<file path="src/rtl/bcd_pkg.sv">
// Package for the BCD tick counter family.
// Holds the BCD digit type, the active-low seven-segment patterns for
// digits 0..9 plus blank (bit order {g,f,e,d,c,b,a}), and a decode helper.
package bcd_pkg;

  typedef logic [3:0] bcd_digit_t;

  // Active-low segments, bit order {g,f,e,d,c,b,a}
  localparam logic [6:0] SEG_0     = 7'b1000000;
  localparam logic [6:0] SEG_1     = 7'b1111001;
  localparam logic [6:0] SEG_2     = 7'b0100100;
  localparam logic [6:0] SEG_3     = 7'b0110000;
  localparam logic [6:0] SEG_4     = 7'b0011001;
  localparam logic [6:0] SEG_5     = 7'b0010010;
  localparam logic [6:0] SEG_6     = 7'b0000010;
  localparam logic [6:0] SEG_7     = 7'b1111000;
  localparam logic [6:0] SEG_8     = 7'b0000000;
  localparam logic [6:0] SEG_9     = 7'b0010000;
  localparam logic [6:0] SEG_BLANK = 7'b1111111;

  function automatic logic [6:0] seg_decode(input bcd_digit_t d);
    logic [6:0] s;
    case (d)
      4'd0:    s = SEG_0;
      4'd1:    s = SEG_1;
      4'd2:    s = SEG_2;
      4'd3:    s = SEG_3;
      4'd4:    s = SEG_4;
      4'd5:    s = SEG_5;
      4'd6:    s = SEG_6;
      4'd7:    s = SEG_7;
      4'd8:    s = SEG_8;
      4'd9:    s = SEG_9;
      default: s = SEG_BLANK;
    endcase
    return s;
  endfunction

endpackage

</file>
<file path="src/rtl/slow_edge_sync.sv">
// Synchroniser and rising-edge detector for a slow divided clock that is
// handled as data in the fast clock domain.
// Ports:
//   clk       in  fast system clock, rising edge
//   rst_n     in  synchronous active-low reset
//   slow_clk  in  slow clock, asynchronous to clk
//   rise_edge out one-cycle pulse per qualified rising edge of slow_clk
//   armed     out detector has seen a genuine low level since reset
module slow_edge_sync (
  input  logic clk,
  input  logic rst_n,
  input  logic slow_clk,
  output logic rise_edge,
  output logic armed
);

  logic s0, s1, s2;
  // fill0/fill1 mark that s0/s1 hold real samples rather than reset zeros,
  // so a level already high at reset release cannot arm the detector.
  logic fill0, fill1;

  always_ff @(posedge clk) begin
    if (!rst_n) begin
      s0    <= 1'b0;
      s1    <= 1'b0;
      s2    <= 1'b0;
      fill0 <= 1'b0;
      fill1 <= 1'b0;
      armed <= 1'b0;
    end else begin
      s0    <= slow_clk;
      s1    <= s0;
      s2    <= s1;
      fill0 <= 1'b1;
      fill1 <= fill0;
      if (fill1 && !s1) armed <= 1'b1;
    end
  end

  assign rise_edge = armed & s1 & ~s2;

endmodule

</file>
<file path="src/rtl/bcd_tick_counter.sv">
// Two-digit BCD up/down counter stepped by rising edges of a slow clock
// that is synchronised into the Clk50MHz domain.
// Optional feature macro: SEVEN_SEG_EN adds registered active-low
// seven-segment outputs SegTens/SegOnes ({g,f,e,d,c,b,a}).
// Ports:
//   Clk50MHz in  system clock
//   Rst_n    in  synchronous active-low reset
//   Clk5Hz   in  slow clock, sampled as data
//   En       in  1 = count on slow-clock rising edges
//   Up       in  1 = increment, 0 = decrement
//   Clr      in  synchronous clear to 00 (highest priority after reset)
//   Load     in  load LoadVal when it is valid BCD and <= terminal count
//   LoadVal  in  {tens,ones} BCD
//   Tens     out tens digit
//   Ones     out ones digit
//   Tick     out one-cycle pulse coincident with an applied step
//   Wrap     out one-cycle pulse with Tick when the step wrapped
//   LoadErr  out one-cycle pulse the cycle after a rejected Load
//   SegTens  out (SEVEN_SEG_EN) tens digit segments
//   SegOnes  out (SEVEN_SEG_EN) ones digit segments
module bcd_tick_counter
  import bcd_pkg::*;
#(
  parameter int unsigned MAX_TENS = 5,
  parameter int unsigned MAX_ONES = 9
) (
  input  logic       Clk50MHz,
  input  logic       Rst_n,
  input  logic       Clk5Hz,
  input  logic       En,
  input  logic       Up,
  input  logic       Clr,
  input  logic       Load,
  input  logic [7:0] LoadVal,
  output logic [3:0] Tens,
  output logic [3:0] Ones,
  output logic       Tick,
  output logic       Wrap,
  output logic       LoadErr
`ifdef SEVEN_SEG_EN
  ,
  output logic [6:0] SegTens,
  output logic [6:0] SegOnes
`endif
);

  localparam bcd_digit_t TERM_T = 4'(MAX_TENS);
  localparam bcd_digit_t TERM_O = 4'(MAX_ONES);
  localparam logic [7:0] TERM   = {TERM_T, TERM_O};

  logic       rise_edge;
  logic       sync_armed;
  logic       step;
  logic       load_ok;
  logic       at_term;
  logic       at_zero;
  bcd_digit_t next_tens;
  bcd_digit_t next_ones;
  logic       next_wrap;

  slow_edge_sync u_sync (
    .clk       (Clk50MHz),
    .rst_n     (Rst_n),
    .slow_clk  (Clk5Hz),
    .rise_edge (rise_edge),
    .armed     (sync_armed)
  );

  // Armed is folded into rise_edge already; keep it visible as a named net.
  assign step = rise_edge & sync_armed & En;

  // With both digits valid BCD, the packed byte orders the same as the
  // decimal value, so a plain byte compare against TERM is enough.
  assign load_ok = (LoadVal[7:4] <= 4'd9) && (LoadVal[3:0] <= 4'd9) &&
                   (LoadVal <= TERM);

  assign at_term = (Tens == TERM_T) && (Ones == TERM_O);
  assign at_zero = (Tens == 4'd0) && (Ones == 4'd0);

  always_comb begin
    next_tens = Tens;
    next_ones = Ones;
    next_wrap = 1'b0;
    if (Up) begin
      if (at_term) begin
        next_tens = 4'd0;
        next_ones = 4'd0;
        next_wrap = 1'b1;
      end else if (Ones == 4'd9) begin
        next_ones = 4'd0;
        next_tens = Tens + 4'd1;
      end else begin
        next_ones = Ones + 4'd1;
      end
    end else begin
      if (at_zero) begin
        next_tens = TERM_T;
        next_ones = TERM_O;
        next_wrap = 1'b1;
      end else if (Ones == 4'd0) begin
        next_ones = 4'd9;
        next_tens = Tens - 4'd1;
      end else begin
        next_ones = Ones - 4'd1;
      end
    end
  end

  // Clr > Load > step; an edge arriving in a Clr/Load cycle is dropped.
  always_ff @(posedge Clk50MHz) begin
    if (!Rst_n) begin
      Tens    <= 4'd0;
      Ones    <= 4'd0;
      Tick    <= 1'b0;
      Wrap    <= 1'b0;
      LoadErr <= 1'b0;
    end else begin
      Tick    <= 1'b0;
      Wrap    <= 1'b0;
      LoadErr <= 1'b0;
      if (Clr) begin
        Tens <= 4'd0;
        Ones <= 4'd0;
      end else if (Load) begin
        if (load_ok) begin
          Tens <= LoadVal[7:4];
          Ones <= LoadVal[3:0];
        end else begin
          LoadErr <= 1'b1;
        end
      end else if (step) begin
        Tens <= next_tens;
        Ones <= next_ones;
        Tick <= 1'b1;
        Wrap <= next_wrap;
      end
    end
  end

`ifdef SEVEN_SEG_EN
  // Registered decode: segments follow the digits one cycle later.
  always_ff @(posedge Clk50MHz) begin
    if (!Rst_n) begin
      SegTens <= SEG_0;
      SegOnes <= SEG_0;
    end else begin
      SegTens <= seg_decode(Tens);
      SegOnes <= seg_decode(Ones);
    end
  end
`endif

endmodule

</file>
<file path="config.mk">
export PLATFORM = sky130hd
export DESIGN_NAME = bcd_tick_counter
export DESIGN_NICKNAME = d
export VERILOG_FILES = /design/src/rtl/bcd_pkg.sv /design/src/rtl/slow_edge_sync.sv /design/src/rtl/bcd_tick_counter.sv
export SDC_FILE = /design/constraint.sdc
export NUM_CORES = 1
export LEC_CHECK = 0
export BUFFER_PORTS_ARGS = -buffer_cell sky130_fd_sc_hd__buf_4
export CAP_MARGIN = 25
export CORE_UTILIZATION = 45
export CTS_BUF_LIST = sky130_fd_sc_hd__clkbuf_2
export DETAILED_ROUTE_END_ITERATION = 12
export GPL_ROUTABILITY_DRIVEN = 1
export PLACE_DENSITY = 0.8
export SLEW_MARGIN = 20
export SYNTH_ARGS = -nofsm -noshare
export SYNTH_HDL_FRONTEND = slang
export SYNTH_SLANG_ARGS = --single-unit
</file>
<file path="constraint.sdc">
create_clock -name Clk50MHz -period 3.05 [get_ports Clk50MHz]
set_input_delay 0.61 -clock Clk50MHz [delete_from_list [all_inputs] [get_ports Clk50MHz]]
set_output_delay 0.61 -clock Clk50MHz [all_outputs]
set_load 0.02 [all_outputs]
</file>
Yosys cells after proc, flatten, opt, wreduce, memory -nomap -nowiden
Index checks and enable logic that the tools add are counted.
{"block": "word_totals", "reg_bits": 17, "inputBits": 15, "output_inout_bits": 11, "elab_cells": 68}
{"block": "op_classes", "n_addsub": 4, "magnitude_cmp": 3, "n_eq_ne": 4, "muxes": 22, "bitwise_logic": 8, "n_reduce_logical": 16}
{"op": "two-way mux 4 bit", "n": 16}
{"op": "adder 4 x 1 -> 4 bit (second input constant)", "n": 2}
{"op": "<= comparator 4 bit (second input constant)", "n": 2}
{"op": "<= comparator 8 x 7 -> 1 bit (second input constant)", "n": 1}
{"op": "logical NOT 4 bit", "n": 2}
{"op": "subtractor 4 x 1 -> 4 bit (second input constant)", "n": 2}
{"op": "two-way mux 1 bit", "n": 6}
{"op": "OR reduction 3 bit", "n": 2}
{"op": "logical AND 1 bit", "n": 5}
{"op": "bitwise AND 1 bit", "n": 4}
{"op": "equality test 4 x 3 -> 1 bit (second input constant)", "n": 1}
{"op": "equality test 4 bit (second input constant)", "n": 1}
{"op": "!= test 4 x 1 -> 1 bit (second input constant)", "n": 1}
{"op": "NOT 1 bit", "n": 4}
{"op": "AND reduction 4 bit", "n": 1}
{"op": "nonzero test 4 bit", "n": 1}
{"op": "OR reduction 4 bit", "n": 1}
{"op": "!= test 2 x 1 -> 1 bit (second input constant)", "n": 1}
{"op": "AND reduction 2 bit", "n": 1}
{"op": "nonzero test 2 bit", "n": 1}
{"op": "OR reduction 2 bit", "n": 1}
{"op": "logical NOT 1 bit", "n": 1}

Depth between registers and ports, before layout
{"block": "logic_depth", "word_depth": 6, "ltp_mapped": 7, "ltp_nobuf": 7}

Cells and area by module
A second synthesis with hierarchy kept.
{"block": "hier_totals", "hier_cells": 121, "hier_area_um2": 1059.8}
{"mod": "bcd_tick_counter", "instances": 1, "cells_each": 107, "area_per_inst_um2": 893.4}
{"mod": "slow_edge_sync", "instances": 1, "cells_each": 14, "area_per_inst_um2": 166.4}

Worst setup path after synthesis
No wires, ideal clock.
{"block": "synth_timing", "path_kind": "register to register", "from": "reg Ones[0]", "to": "reg Tens[2]", "arrival_time_ps": 1882, "path_slack_ps": 1042, "stages_incl_launch_ff": 8, "n_path_buf": 0, "period_less_slack_ps": 2008, "cell_sequence": "dfxtp_1 > inv_1 > ha_1 > or3b_4 > and2_2 > a211oi_4 > o31a_1 > o21ai_0"}
{"block": "synth_via", "elab_chain_cells": 6}
{"element": "start, declared", "line": "bcd_tick_counter.sv:36", "source": "output logic [3:0] Ones,"}
{"element": "start signal, assigned", "line": "bcd_tick_counter.sv:127", "source": "Ones <= LoadVal[3:0];"}
{"element": "start signal, assigned", "line": "bcd_tick_counter.sv:133", "source": "Ones <= next_ones;"}
{"element": "equality test 4 bit / logical NOT 4 bit (equally long branches)"}
{"element": "logical AND 1 bit, on equally long branches", "line": "bcd_tick_counter.sv:77, bcd_tick_counter.sv:78"}
{"element": "two-way mux 4 bit, on equally long branches", "line": "bcd_tick_counter.sv:85, bcd_tick_counter.sv:96"}
{"element": "two-way mux 4 bit", "line": "bcd_tick_counter.sv:84", "source": "if (Up) begin"}
{"element": "two-way mux 4 bit", "line": "bcd_tick_counter.sv:131", "source": "end else if (step) begin"}
{"element": "two-way mux 4 bit", "line": "bcd_tick_counter.sv:124", "source": "end else if (Load) begin"}
{"element": "end signal, assigned", "line": "bcd_tick_counter.sv:126", "source": "Tens <= LoadVal[7:4];"}
{"element": "end signal, assigned", "line": "bcd_tick_counter.sv:132", "source": "Tens <= next_tens;"}
{"element": "end, declared", "line": "bcd_tick_counter.sv:35", "source": "output logic [3:0] Tens,"}
Parallel ways exist; a longest one is shown, timed or not. The select of a mux whose other input is x is not followed.
A chain may end at the register's enable or synchronous reset.

Worst setup path in the final report
Ends and elaborated chain as after synthesis.

==> results.txt <==
status -> completed
Tot GR Track Use -> 0.2051
Core Area -> 2042 um2
Hold Vio Cnt, Final -> 0
clock share of power -> 0.253
CTS Sinks -> 17
CP Capture Type -> register
CTS root buf -> clkbuf_2
Vias/cell -> 5.616
Combinational Power Share -> 0.185
placer congestion estimate -> 0.8829
row count -> 16
number of global-route vias before repair -> 877
sw power -> 0.1204 mW
clock slew at reported path FFs -> 0.18 ns
Netlist Area Pre-Place -> 1021 um2
Yosys reg bits -> 17
number of max-cap violations -> 0
leak pwr -> 0.5187 nW
Max FO, Critical Path -> 9
die height -> 49.63 um
Detail Route Antenna Nets -> 0
I/O Pins -> 26
clock buffer count from CTS -> 3
post-route clock period utilization -> 0.7054
Starting Density -> 0.5000
DIE AREA -> 2463 um2
CTS tree -> yes
part of the power in registers -> 0.563
Post-CTS Setup Bufs -> 0
Hold WC Path Type -> primary input to register
Synth-to-Final Area Change -> 21.20%
DR vias -> 966
Cells after Synth -> 121
hold_buf cts -> 0
Synth Net Count -> 143
port bufs -> 25
DR WL/cell -> 13.36 um
largest net degree at the start of global routing -> 19
post-synth cell types -> 36
startpoint types -> register
clock buffer depth -> 2
worst hold slack -> 0.4446 ns
maximum clock frequency -> 464.8 MHz
Seq/Total Area, Yosys -> 0.3333
asr flop ratio synth -> 0
worst skew pair latency -> 0.30 ns
layout cells sized above 1 -> 0.2345
first-pass GRT wire length -> 3.939 mm
Pint -> 0.2972 mW
post-layout util -> 0.6060
H-Tree Level Count -> 1
Die Wd -> 49.63 um
1st-pass router iterations -> 4
Clock Skew -> 0.01028 ns
crit-path cells -> inv_1 > ha_1 > or3b_4 > and2_2 > a211oi_4 > o31a_1 > o21ai_0
Slew HR -> 0.5615
slowest stage cell on the critical path -> dfxtp_1
Synth Flop Type -> dfxtp_1
Net Sw Frac -> 0.2882
synth warn -> 0
setup TNS -> 0 ns
actual slew at the worst max-slew pin -> 0.6564 ns
crit path time final -> 2.151 ns
DRC Markers -> 0
Slew Limit Fails -> 0
unrepaired setup endpoints after global routing -> false
1st-iter DRT viols -> 30
post_cts resized -> 0
Setup-failing EPs final -> 0
Mapped Avg Cell Area -> 8.438 um2
initial antenna violation count -> 0
GR Overflow Total -> 0
HPWL after detailed placement -> 1.733 mm
routed wire length -> 2.298 mm
CP max stage delay -> 0.43 ns
Arr. time, crit path -> 2.35 ns
CP Data Required Time -> 3.25 ns
pwr dens -> 337.4 nW/um2
# diodes -> 0
# nets final -> 168
worst-case vdd ir drop -> 0.0002365 V
internal reg-to-reg setup slack -> 0.90 ns
Worst Setup Path Type -> register to register
number of synthesized flops with an enable pin -> 0
==> state kept, by name, summed over array words and instances (netlist names) <==
name          flops
u_sync.s2         1
u_sync.s1         1
Ones              4
u_sync.s0         1
Tick              1
u_sync.fill1      1
u_sync.armed      1
LoadErr           1
Tens              4
Wrap              1
u_sync.fill0      1
==> cell usage after synthesis, types with 2 or more instances <==
cell	instances	share of area
nand2b_1	4	0.025
a31oi_1	5	0.031
a221oi_1	2	0.017
xor2_1	2	0.017
ha_1	7	0.086
o21ai_0	10	0.049
inv_1	7	0.026
and2_1	4	0.025
nor2_1	6	0.022
nor2b_1	2	0.012
a22oi_1	2	0.015
nor3_1	7	0.034
a21oi_1	6	0.029
nand3_1	6	0.029
nand2_1	10	0.037
clkbuf_1	3	0.011
mux2i_1	2	0.020
dfxtp_1	17	0.33
a21boi_0	2	0.015
==> final timing paths <==
path,end,from,cells after the start
worst min register to register,u_sync.s1,u_sync.s0,1
worst max-delay path,Tens[2],Ones[0],7
worst max register to register,Tens[2],Ones[0],7
worst min-delay path,u_sync.fill0,Rst_n,1
==> kinds of logic (layout without fill, tap and decap cells) <==
family,Yosys count,count (layout),synth area share
muxes,2,2,0.01961
DFF,17,17,0.3333
xor gates and xnor gates,3,3,0.02574
buffers and inverters,12,36,0.05269
adders and majority gates,7,7,0.08578
and+or+nand+nor,44,44,0.2414
AOI/OAI and AO/OA,36,36,0.2414
==> worst max-delay path: cells and delay by family (launching register included) <==
kind	cells	cell delay, ns
buf+inv	1	0.12
flops	1	0.43
simple gates	2	0.66
fa+ha+maj	1	0.23
compound gates	3	0.62
==> metal layers <==
metal	global-route usage	wire length (um)
met1	0.2636	1007
met2	0.3356	1073
met3	0.04012	188
met4	0.07619	28
met5	0	0
==> layout by cell type, fill, tap and decap left out, types with 2 or more instances in the layout <==
| cell type | netlist | layout |
|---|---|---|
| nor3_1 | 7 | 7 |
| mux2i_1 | 2 | 2 |
| a221oi_1 | 2 | 2 |
| a31oi_1 | 5 | 5 |
| ha_1 | 7 | 7 |
| clkbuf_2 | 0 | 3 |
| inv_1 | 7 | 7 |
| buf_4 | 0 | 25 |
| nand2_1 | 10 | 10 |
| nor2b_1 | 2 | 2 |
| nor2_1 | 6 | 6 |
| a22oi_1 | 2 | 2 |
| dfxtp_1 | 17 | 17 |
| xor2_1 | 2 | 2 |
| o21ai_0 | 10 | 10 |
| and2_1 | 4 | 4 |
| a21oi_1 | 6 | 6 |
| nand3_1 | 6 | 6 |
| nand2b_1 | 4 | 4 |
| a21boi_0 | 2 | 2 |
==> cell type report <==
cell class / instances / area [um2]
Multi-Input combinational cell: 92 / 626.9
Inverter: 7 / 26.28
Fill cell: 193 / 804.5
Clock inverter: 1 / 7.507
Timing Repair Buffer: 25 / 187.7
Tap cell: 27 / 33.78
Clock buffer: 3 / 15.01
Sequential cell: 17 / 340.3
==> power by group through the flow <==
stage / clock network [mW] / logic (mW) / registers, mW
floorplan: 0 / 0.0462 / 0.241
global placement: 0 / 0.0752 / 0.239
detailed placement: 0 / 0.0765 / 0.240
CTS: 0.108 / 0.0768 / 0.235
global route: 0.123 / 0.0846 / 0.236
finish: 0.106 / 0.0771 / 0.235
==> per-stage QoR <==
stage | power, mW | setup slack, ns | cells | area (um2)
final | 0.4176 | 0.8986 | 172 | 1237
after global routing | 0.4436 | 0.7571 | 172 | 1237
after CTS | 0.4196 | 0.9072 | 172 | 1237
after detailed placement | 0.3161 | 0.9377 | 168 | 1215
after global placement | 0.3143 | 0.9415 | 168 | 1215
after floorplan | 0.2873 | 1.042 | 121 | 1021
(Power assumes the default switching activity.)
